<file path="config.mk">
export PLATFORM = sky130hd
export DESIGN_NAME = uart_rx_deser_gen2
export DESIGN_NICKNAME = d
export VERILOG_FILES = /design/src/rtl/uart_rx_pkg.sv /design/src/rtl/uart_rx_len_clamp.sv /design/src/rtl/uart_rx_deser_gen2.sv
export SDC_FILE = /design/constraint.sdc
export NUM_CORES = 1
export LEC_CHECK = 0
export ABC_AREA = 1
export CAP_MARGIN = 0
export CELL_PAD_IN_SITES_DETAIL_PLACEMENT = 0
export CELL_PAD_IN_SITES_GLOBAL_PLACEMENT = 1
export CORE_MARGIN = 2
export CORE_UTILIZATION = 42
export DETAILED_ROUTE_END_ITERATION = 6
export PLACE_DENSITY_LB_ADDON = 0.1
export SYNTH_ARGS = -nofsm -noshare
export SYNTH_HDL_FRONTEND = slang
export SYNTH_HIERARCHICAL = 1
export SYNTH_SLANG_ARGS = --single-unit
</file>
<file path="constraint.sdc">
create_clock -name CLK -period 5.5 [get_ports CLK]
set_input_delay 0.55 -clock CLK [delete_from_list [all_inputs] [get_ports CLK]]
set_output_delay 0.55 -clock CLK [all_outputs]
set_load 0.1 [all_outputs]
</file>
<file path="src/rtl/uart_rx_pkg.sv">
//------------------------------------------------------------------------------
// uart_rx_pkg : shared types and constants for the UART RX deserializer family
// Rev 1.0
//------------------------------------------------------------------------------
`default_nettype none

package uart_rx_pkg;

  localparam int DATA_WIDTH_MAX = 16;
  localparam int MIN_LEN_DEF    = 5;

  function automatic int len_w_calc(input int data_width);
    return $clog2(data_width + 1);
  endfunction

  typedef enum logic {
    ORDER_LSB = 1'b0,
    ORDER_MSB = 1'b1
  } bit_order_e;

  typedef enum logic {
    ST_IDLE  = 1'b0,
    ST_SHIFT = 1'b1
  } rx_state_e;

endpackage

`default_nettype wire

</file>
<file path="src/rtl/uart_rx_len_clamp.sv">
//------------------------------------------------------------------------------
// uart_rx_len_clamp : limits a requested word length to [MIN_LEN, DATA_WIDTH]
// Rev 1.0
//------------------------------------------------------------------------------
`default_nettype none

module uart_rx_len_clamp
  import uart_rx_pkg::*;
#(
  parameter int DATA_WIDTH = 8,
  parameter int MIN_LEN    = MIN_LEN_DEF,
  parameter int LEN_W      = 5
) (
  input  logic [LEN_W-1:0] len_in,
  output logic [LEN_W-1:0] len_out
);

  always_comb begin
    if (len_in < LEN_W'(MIN_LEN)) begin
      len_out = LEN_W'(MIN_LEN);
    end else if (len_in > LEN_W'(DATA_WIDTH)) begin
      len_out = LEN_W'(DATA_WIDTH);
    end else begin
      len_out = len_in;
    end
  end

endmodule

`default_nettype wire

</file>
<file path="src/rtl/uart_rx_deser_gen2.sv">
//------------------------------------------------------------------------------
// uart_rx_deser_gen2 : runtime-length, either-order serial-to-parallel word
// assembler. Optional Par_calc output under UART_RX_DESER_PARITY_EN.
// Rev 1.0
//------------------------------------------------------------------------------
`default_nettype none

module uart_rx_deser_gen2
  import uart_rx_pkg::*;
#(
  parameter int DATA_WIDTH = 8,
  parameter int MIN_LEN    = MIN_LEN_DEF,
  parameter int LEN_W      = 5
) (
  input  logic                  CLK,
  input  logic                  RST,
  input  logic                  Enable,
  input  logic                  Clear,
  input  logic                  Sampled_bit,
  input  logic [LEN_W-1:0]      Data_len,
  input  logic                  Msb_first,
  output logic [DATA_WIDTH-1:0] P_data,
  output logic                  Data_valid,
  output logic                  Busy,
  output logic [LEN_W-1:0]      Bit_idx
`ifdef UART_RX_DESER_PARITY_EN
  ,
  output logic                  Par_calc
`endif
);

  rx_state_e             state_q, state_d;
  logic [LEN_W-1:0]      bit_idx_q, bit_idx_d;
  logic [LEN_W-1:0]      len_q, len_d;
  bit_order_e            order_q, order_d;
  logic [DATA_WIDTH-1:0] shreg_q, shreg_d;
  logic [DATA_WIDTH-1:0] p_data_q, p_data_d;
  logic                  data_valid_q, data_valid_d;
  logic [LEN_W-1:0]      clamped_len;
  logic [LEN_W-1:0]      eff_len;
  bit_order_e            eff_order;
  logic [DATA_WIDTH-1:0] word_nxt;
`ifdef UART_RX_DESER_PARITY_EN
  logic                  par_acc_q, par_acc_d;
  logic                  par_q, par_d;
`endif

  uart_rx_len_clamp #(
    .DATA_WIDTH (DATA_WIDTH),
    .MIN_LEN    (MIN_LEN),
    .LEN_W      (LEN_W)
  ) u_len_clamp (
    .len_in  (Data_len),
    .len_out (clamped_len)
  );

  // Shift register is zero whenever idle, so both orders start from a clean word
  always_comb begin
    eff_len   = (state_q == ST_IDLE) ? clamped_len : len_q;
    eff_order = (state_q == ST_IDLE) ? bit_order_e'(Msb_first) : order_q;
    if (eff_order == ORDER_MSB) begin
      word_nxt = {shreg_q[DATA_WIDTH-2:0], Sampled_bit};
    end else begin
      word_nxt = shreg_q | (DATA_WIDTH'(Sampled_bit) << bit_idx_q);
    end
  end

  always_comb begin
    state_d      = state_q;
    bit_idx_d    = bit_idx_q;
    len_d        = len_q;
    order_d      = order_q;
    shreg_d      = shreg_q;
    p_data_d     = p_data_q;
    data_valid_d = 1'b0;
`ifdef UART_RX_DESER_PARITY_EN
    par_acc_d    = par_acc_q;
    par_d        = par_q;
`endif
    if (Clear) begin
      state_d   = ST_IDLE;
      bit_idx_d = '0;
      shreg_d   = '0;
`ifdef UART_RX_DESER_PARITY_EN
      par_acc_d = 1'b0;
`endif
    end else if (Enable) begin
      len_d   = eff_len;
      order_d = eff_order;
      if (bit_idx_q == eff_len - LEN_W'(1)) begin
        p_data_d     = word_nxt;
        data_valid_d = 1'b1;
        state_d      = ST_IDLE;
        bit_idx_d    = '0;
        shreg_d      = '0;
`ifdef UART_RX_DESER_PARITY_EN
        par_d        = par_acc_q ^ Sampled_bit;
        par_acc_d    = 1'b0;
`endif
      end else begin
        state_d   = ST_SHIFT;
        bit_idx_d = bit_idx_q + LEN_W'(1);
        shreg_d   = word_nxt;
`ifdef UART_RX_DESER_PARITY_EN
        par_acc_d = par_acc_q ^ Sampled_bit;
`endif
      end
    end
  end

  always_ff @(posedge CLK) begin
    if (RST) begin
      state_q      <= ST_IDLE;
      bit_idx_q    <= '0;
      len_q        <= LEN_W'(DATA_WIDTH);
      order_q      <= ORDER_LSB;
      shreg_q      <= '0;
      p_data_q     <= '0;
      data_valid_q <= 1'b0;
`ifdef UART_RX_DESER_PARITY_EN
      par_acc_q    <= 1'b0;
      par_q        <= 1'b0;
`endif
    end else begin
      state_q      <= state_d;
      bit_idx_q    <= bit_idx_d;
      len_q        <= len_d;
      order_q      <= order_d;
      shreg_q      <= shreg_d;
      p_data_q     <= p_data_d;
      data_valid_q <= data_valid_d;
`ifdef UART_RX_DESER_PARITY_EN
      par_acc_q    <= par_acc_d;
      par_q        <= par_d;
`endif
    end
  end

  assign P_data     = p_data_q;
  assign Data_valid = data_valid_q;
  assign Busy       = (state_q == ST_SHIFT);
  assign Bit_idx    = bit_idx_q;
`ifdef UART_RX_DESER_PARITY_EN
  assign Par_calc   = par_q;
`endif

endmodule

`default_nettype wire
</file>
## Word-level counts from Yosys, hierarchy flattened

Cells that the tools add are included.

| storage, ports and cells | value |
|---|---|
| logic and storage cells | 29 |
| bits of input ports | 11 |
| register bits | 29 |
| output and inout bits | 15 |

| operators by class | value |
|---|---|
| bitwise logic cells | 3 |
| muxes and demuxes | 9 |
| reductions and logical operators | 4 |
| equal/unequal tests | 1 |
| shift operators | 1 |
| order comparisons | 2 |
| add/sub/neg operators | 2 |

Operators with widths:

| cell | number |
|---|---|
| two-way mux 5 bit | 4 |
| two-way mux 8 bit | 2 |
| bitwise OR 8 bit | 1 |
| left shift 1 x 5 -> 8 bit | 1 |
| adder 5 x 1 -> 5 bit, second input constant | 1 |
| == test 5 bit | 1 |
| greater-than comparator 5 x 4 -> 1 bit, second input constant | 1 |
| < comparator 5 x 3 -> 1 bit, second input constant | 1 |
| subtractor 5 x 1 -> 5 bit, second input constant | 1 |
| two-way mux 1 bit | 3 |
| AND reduction 3 bit | 1 |
| OR reduction 3 bit | 1 |
| NOT 1 bit | 2 |
| AND reduction 2 bit | 1 |
| OR reduction 2 bit | 1 |

## Logic depth before layout (Yosys ltp)

Gate-level depths: netlist of run 1.

| depth | value |
|---|---|
| depth in word-level cells | 7 |
| depth in mapped cells | 20 |
| gate-level depth less buffers | 20 |

## By module

The synthesis of run 1 kept the hierarchy.

Modules (own cells, without submodules):

| module | cells an instance | seq. area each (sq um) | times used | area an instance (sq um) |
|---|---|---|---|---|
| uart_rx_deser_gen2 | 270 | 580.6 | 1 | 1875.5 |
| uart_rx_len_clamp | 8 | 0.0 | 1 | 36.3 |

## Worst setup path before layout of run 1

Ideal clock, no wire load.

| timing | value |
|---|---|
| path kind | register to register |
| from | reg state_q, in the netlist Busy |
| to | reg state_q, in the netlist Busy |
| stages on the path, launching flop included | 18 |
| arrival time | 2.479 ns |
| slack | 2.889 ns |
| data required time | 5.368 ns |
| cell sequence | dfxtp_1 > inv_2 > buf_6 > nand2_2 > nand2_4 > ha_1 > nand2_1 > inv_1 > nor2_1 > nand2_1 > nor2_1 > nand2_1 > inv_1 > nand2_1 > nor2_4 > nand2_1 > nand2_1 > a21oi_1 |

| on the way | value |
|---|---|
| cells in the longest elaborated chain, start to end | 4 |

RTL lines:

| element | RTL line | text |
|---|---|---|
| from (decl) | uart_rx_deser_gen2.sv:32 | `rx_state_e state_q, state_d;` |
| from (signal assigned) | uart_rx_deser_gen2.sv:125 | `state_q <= state_d;` |
| two-way mux 5 bit | uart_rx_deser_gen2.sv:59 | `eff_len = (state_q == ST_IDLE) ? clamped_len : len_q;` |
| subtractor 5 x 1 -> 5 bit | uart_rx_deser_gen2.sv:90 | `if (bit_idx_q == eff_len - LEN_W'(1)) begin` |
| == test 5 bit | uart_rx_deser_gen2.sv:90 |  |
| two-way mux 1 bit | uart_rx_deser_gen2.sv:90 |  |

No other way between the ends.
A chain may end at the register's enable or synchronous reset.

## Final worst setup path of run 1

| timing | value |
|---|---|
| from | in Data_len[4] |
| to | reg p_data_q[7], in the netlist P_data[7] |

| on the way | value |
|---|---|
| cells in the longest elaborated chain, start to end | 7 |
| elaborated cells on any way between the ends | 8 |
| those cells by class | add/sub: 1; order compare: 2; eq/ne: 1; mux: 3; reduce/logical: 1 |

RTL lines:

| element | RTL line | text |
|---|---|---|
| from (decl) | uart_rx_deser_gen2.sv:20 | `input logic [LEN_W-1:0] Data_len,` |
| greater-than comparator 5 x 4 -> 1 bit | uart_rx_len_clamp.sv:21 | `end else if (len_in > LEN_W'(DATA_WIDTH)) begin` |
| two-way mux 5 bit | uart_rx_len_clamp.sv:21 |  |
| two-way mux 5 bit (*) | uart_rx_len_clamp.sv:19 | `if (len_in < LEN_W'(MIN_LEN)) begin` |
| via clamped_len[2] | uart_rx_deser_gen2.sv:39 | `logic [LEN_W-1:0] clamped_len;` |
| two-way mux 5 bit (*) | uart_rx_deser_gen2.sv:59 |  |
| subtractor 5 x 1 -> 5 bit (*) | uart_rx_deser_gen2.sv:90 |  |
| == test 5 bit (*) | uart_rx_deser_gen2.sv:90 |  |
| AND reduction 3 bit (no source line) (*) | - |  |
| to (signal assigned) | uart_rx_deser_gen2.sv:130 | `p_data_q <= p_data_d;` |
| to (decl) | uart_rx_deser_gen2.sv:37 | `logic [DATA_WIDTH-1:0] p_data_q, p_data_d;` |

Mark *: on every way through the listed nets, which the timed path passes. The rest lies on a longest branch.

==> results of run 1 <==
## cell usage in the layout (no fill, tap or decap)
cell type         n
inv_2             4
inv_1            42
a21oi_1          17
or2_4             1
xor2_1            3
a31oi_4           2
nor2_1           30
nand2_2          10
clkdlybuf4s50_1  25
nand2_1          68
clkinv_2          2
o21ai_0           7
nor2_2            4
dfxtp_1          29
conb_1            1
clkinv_1          1
o21ai_4           1
nand3b_1          5
ha_1              2
nand4_1           3
nand2_4           7
a31oi_1           7
clkbuf_1          1
nand3_1           9
nor3_1            2
nor2_4            2
buf_4             1
clkbuf_8          5
nand3_2          11
## sequential cells by signal (all words and copies together), names as in the netlist
register / flops
P_data: 8
Bit_idx: 5
shreg_q: 8
len_q: 5
Busy: 1
order_q: 1
Data_valid: 1
## layer usage
| metal | share of wire | track usage | vias up |
|---|---|---|---|
| met5 | 0 | 0 | - |
| met4 | 0.0058 | 0.0587 | 0 |
| li1 | - | - | 909 |
| met2 | 0.42 | 0.288 | 29 |
| met1 | 0.53 | 0.264 | 713 |
| met3 | 0.043 | 0.0408 | 2 |
## area by class of cell
type,count,area share
multi-input combinational,192,0.478
sequential,29,0.261
timing repair buffer,26,0.116
inverter,47,0.0792
clock buffer,6,0.0326
tap,52,0.0292
clock inverter,2,0.00449
## worst paths after layout
kind / startpoint / endpoint / slack, ps / cells past startpoint
hold reg to reg: shreg_q[7] / shreg_q[7] / 470 / 2
setup reg to reg: Busy / P_data[7] / 2700 / 16
hold / removal: shreg_q[7] / shreg_q[7] / 470 / 2
setup / recovery: Data_len[4] / P_data[7] / 2600 / 20
## worst min-delay path, cell delays in order, from the launching register on
cell     delay [ps]
dfxtp_1         310
nand2_1          60
a21oi_1          50
## power groups by stage
stage / registers, mW / logic, mW / clock network [mW]
after floorplan: 0.234 / 0.0788 / 0
final: 0.223 / 0.106 / 0.170
after detailed placement: 0.228 / 0.106 / 0
after global routing: 0.224 / 0.118 / 0.181
after CTS: 0.223 / 0.107 / 0.174
after global placement: 0.227 / 0.106 / 0
## cell families (layout without fill, tap and decap cells)
kind of cell / count (synthesis) / after routing / synth area share
simple gates: 152 / 152 / 0.412
compound gates: 34 / 34 / 0.116
xor+xnor: 3 / 3 / 0.0137
buf+inv: 57 / 81 / 0.139
other cells: 1 / 1 / 0.00196
flops: 29 / 29 / 0.304
fa+ha+maj: 2 / 2 / 0.0131
==> run_results.csv, run 1 <==
group,metric,value,unit
global_routing,antenna_found_initial,0,
clock_tree,cts_hold_buf,0,
clock_tree,cts_setup_buffers,0,
final_layout,final_util,0.508,
clock_tree,clockBufferDepth,2,
floorplan,die_x,71.5,um
route,wire_per_inst,12.1,um
logic_synthesis,syn_nets,291,
final_layout,diodes,0,
logic_synthesis,postSynth.asyncResetShare,0,
setup_path,slowest_stage,"clkdlybuf4s50_1",
job,maxCapViolations,0,
pwr,power,0.498,mW
route,first_iter_violations,102,
placement,placed_area,0.00214,mm^2
logic_synthesis,synth.avg_cell_area,6.88,um^2
setup_path,crit_fanout,11,
clock_tree,clockRootBuffer,"clkbuf_8",
setup_path,cpLargestDelayFamily,"simple AND/OR/NAND/NOR gates",
placement,numPortBuffers,25,
sta,hold_violations,0,
logic_synthesis,synth-seq-area-share,0.304,
setup_path,crit_type,"primary input to flip-flop",
sta,finalCriticalPeriod,2900,ps
global_routing,grt_pass1_wl,7.48,mm
route,drtAntennaViolNets,0,
sta,finalCritPeriodShare,0.528,
logic_synthesis,synth_top_area_frac,0.304,
final_layout,seq_area,581,um^2
clock_tree,cts_made_buffers,5,
pwr,p_sw,0.157,mW
sta,max_slew_margin,0.349,
clock_tree,clock_sinks,29,
pwr,p_leak,0.983,nW
setup_path,end_kind,"flip-flop",
route,vias,1653,
final_layout,finalNonFillerCells,354,
logic_synthesis,syn_inst,278,
setup_path,crit_buf_inv,5,
setup_path,cpMostUsedCell,"nand2_1",
pwr,clkPwrFrac,0.340,
clock_tree,cts_tree,"built",
sta,worst_slack,2600,ps
pwr,pwr-share-comb,0.212,
logic_synthesis,netlist_area,0.00191,mm^2
sta,finalSetupViolCount,0,
final_layout,nets,314,
sta,worst_slew_pin_slew,974,ps
logic_synthesis,synth.most_common_cell,"nand2_1",
placement,dp_cells,346,
floorplan,dieArea,0.00511,mm^2
route,via_per_inst,4.67,
logic_synthesis,ys.flop_type,"dfxtp_1",
pwr,power.density,224,mW/mm^2
setup_path,arrival,3080,ps
logic_synthesis,synth-seq-cells,29,
logic_synthesis,ys_types,29,
setup_path,cp-start-kind,"primary input",
placement,gp_congestion,0.817,
pwr,internal_power,0.342,mW
final_layout,drive_gt1_frac,0.166,
pwr,seqPwrFrac,0.447,
floorplan,start_util,0.436,
floorplan,fp.dieH,71.5,um
hold_path,hold_class,"flip-flop to flip-flop",
clock_tree,cts.clk_slew.worst_paths,60,ps
sta,rsz0062_at_grt,"false",
pwr,swShare,0.314,
clock_tree,insertion_delay,280,ps
floorplan,core,0.00438,mm^2
logic_synthesis,synthTopCellsByCount,"nand2_1 (68), inv_1 (42), nor2_1 (30)",
final_layout,area_growth,16.5,%
logic_synthesis,yosys.area.top_type,"dfxtp_1",
clock_tree,cts_resized,0,
global_routing,grt_start_max_net_pins,18,
global_routing,overflow,0,
placement,dp_hpwl,3.19,mm
setup_path,crit_path_cell_trace,"clkdlybuf4s50_1 -> nor2_2 -> inv_2 -> nor2_1 -> inv_1 -> nand2_1 -> nand2_4 -> ha_1 -> nand2_1 -> inv_1 -> nor2_1 -> nand2_1 -> nor2_1 -> nand2_1 -> a21oi_1 -> nand2_2 -> nor2_4 -> nand2_1 -> nand2_1 -> inv_1",
global_routing,grt_pass1_vias,1608,
logic_synthesis,synth-edff-count,0,
floorplan,rows,24,
global_routing,grt.total_usage,0.188,
final_layout,design_area,0.00223,mm^2
route,drc,0,
setup_path,critPathMaxStageDelay,410,ps
logic_synthesis,synth_area_leaders,"dfxtp_1 (30%), nand2_1 (13%), inv_1 (8.2%)",
sta,clock_skew,8.55,ps
sta,worst_hold_slack,467,ps
sta,clock.fmax,0.345,GHz
logic_synthesis,yosysWarnings,6,
placement,pre_cts_ws,2290,ps
status,outcome,"completed",
setup_path,required,5680,ps
pwr,ir_worst_vdd,0.125,mV
clock_tree,htree_levels,2,
final_layout,multi_input_area,0.00106,mm^2
route,drt_wl_total,4.30,mm
sta,finalSetupTns,0,ps
route,dr.pass1.iters,4,
final_layout,n_fill_cell,481,
sta,finalMaxSlewViolations,0,
floorplan,io_pins,26,
No activity file was read; power rests on OpenSTA's default activity.
==> inputs of run 2 (changes only) <==
CORE_UTILIZATION = 39   (was 42)
clock period = 2.95 ns   (was 5.5 ns; I/O delays follow)
==> run_results.csv, run 2 (same netlist as run 1, synthesis figures left out) <==
group,metric,value,unit
status,outcome,"completed",
clock_tree,clock_sinks,29,
route,drt_wl_total,4.24,mm
final_layout,n_fill_cell,486,
global_routing,grt_use_met2,0.274,
floorplan,start_util,0.405,
sta,finalCritPeriodShare,0.835,
route,wire_per_inst,11.4,um
sta,finalCriticalPeriod,2460,ps
setup_path,cp-endpoint,"Busy",
final_layout,area_growth,17.8,%
global_routing,grt_pass1_vias,1583,
floorplan,io_pins,26,
pwr,swShare,0.296,
global_routing,grt_util_met3,0.0339,
setup_path,timing.rr.start,"Busy",
route,drc,0,
sta,finalSetupViolCount,0,
clock_tree,cts_tree,"built",
final_layout,diodes,0,
global_routing,antenna_found_initial,0,
hold_path,hold_class,"flip-flop to flip-flop",
clock_tree,clockRootBuffer,"clkbuf_8",
sta,worst_hold_slack,464,ps
final_layout,final_util,0.477,
setup_path,reg2reg_slack,820,ps
pwr,seqPwrFrac,0.424,
route,vias,1681,
setup_path,arrival,2600,ps
job,maxCapViolations,0,
sta,clock.fmax,0.406,GHz
placement,numPortBuffers,25,
final_layout,final_cell_mix,"nand2_1 (68), inv_1 (42), nor2_1 (30), dfxtp_1 (29), buf_4 (18)",
setup_path,rr_worst_depth,16,
route,first_iter_violations,62,
final_layout,nets,317,
clock_tree,cts_hold_buf,0,
route,drtAntennaViolNets,0,
setup_path,cp-start-kind,"primary input",
floorplan,die_x,74.0,um
sta,clock_skew,5.75,ps
sta,hold_violations,0,
pwr,p_sw,0.288,mW
floorplan,fp.dieH,74.0,um
clock_tree,clockBufferDepth,2,
pwr,ir_worst_vdd,0.246,mV
setup_path,crit_type,"primary input to flip-flop",
pwr,pwr-share-comb,0.206,
final_layout,final_common_cell,"nand2_1",
setup_path,reg2reg_to,"Busy",
setup_path,end_kind,"flip-flop",
placement,gp_congestion,0.782,
pwr,internal_power,0.686,mW
global_routing,grt_pass1_wl,7.48,mm
sta,finalSetupTns,0,ps
global_routing,met1_usage,0.258,
floorplan,dieArea,0.00548,mm^2
pwr,clkPwrFrac,0.370,
global_routing,grt_start_max_net_pins,18,
clock_tree,insertion_delay,270,ps
clock_tree,cts_setup_buffers,0,
route,via_per_inst,4.52,
global_routing,overflow,0,
sta,max_slew_margin,0.360,
setup_path,required,3090,ps
final_layout,seq_area,581,um^2
global_routing,grt.busiest_layer,"met2",
sta,finalMaxSlewViolations,0,
route,dr.pass1.iters,4,
clock_tree,cts_resized,0,
pwr,power,0.974,mW
pwr,p_leak,1.03,nW
pwr,power.density,433,mW/mm^2
final_layout,multi_input_area,0.00106,mm^2
floorplan,core,0.00472,mm^2
clock_tree,htree_levels,2,
final_layout,drive_gt1_frac,0.223,
clock_tree,cts_made_buffers,5,
sta,worst_slew_pin_slew,956,ps
setup_path,crit_fanout,8,
sta,rsz0062_at_grt,"false",
setup_path,crit_start,"Data_len[4]",
placement,dp_hpwl,3.30,mm
global_routing,grt.total_usage,0.178,
floorplan,rows,25,
clock_tree,cts.clk_slew.worst_paths,60,ps
[run 2: worst min-delay path by stage]
| stage | start | end | slack (ps) | cells after the start |
|---|---|---|---|---|
| 2_1_floorplan | RST | len_q[3] | 390 | 2 |
| 6_report | shreg_q[7] | shreg_q[7] | 460 | 2 |
| 3_5_place_dp | shreg_q[7] | shreg_q[7] | 460 | 2 |
| 4_1_cts | shreg_q[7] | shreg_q[7] | 470 | 2 |
| 5_1_grt | shreg_q[5] | shreg_q[5] | 510 | 2 |
| 3_3_place_gp | shreg_q[7] | shreg_q[7] | 460 | 2 |
[run 2: routing by layer]
metal	routed length [um]	vias to the layer above
met5	0	-
met1	2190	741
met3	184	2
met2	1840	26
met4	22	0
li1	-	912
[run 2: cell type report]
type / instances / share of cell area
tap: 67 / 0.0372
timing repair buffer: 29 / 0.109
inverter: 47 / 0.0783
clock inverter: 1 / 0.00222
multi-input combinational: 192 / 0.473
sequential: 29 / 0.258
clock buffer: 7 / 0.0428
[run 2: power by group through the flow]
stage,Clock (mW),Sequential [mW],Combinational (mW)
6_report,0.361,0.413,0.201
5_1_grt,0.392,0.414,0.226
4_1_cts,0.371,0.413,0.203
3_5_place_dp,0,0.421,0.202
3_3_place_gp,0,0.422,0.203
2_1_floorplan,0,0.437,0.147
[run 2: worst max-delay path: stages]
cell and delay [ps]:
clkdlybuf4s50_1 410, nor2_2 180, inv_2 90, nor2_1 150, inv_1 50, nand2_1 100
nand2_4 70, ha_1 310, nand2_1 70, inv_1 40, nor2_1 70, nand2_1 60
nor2_1 80, nand2_1 70, inv_1 50, nand2_1 70, nor2_4 200, nand2_1 70
nand2_1 130, a21oi_1 50
[run 2: metrics by stage]
step	cells	instance area, um^2	setup slack (ps)
after global placement	364	2150	253
after floorplan	278	1910	339
final	372	2250	488
after CTS	372	2250	457
after detailed placement	364	2150	180
after global routing	372	2250	106
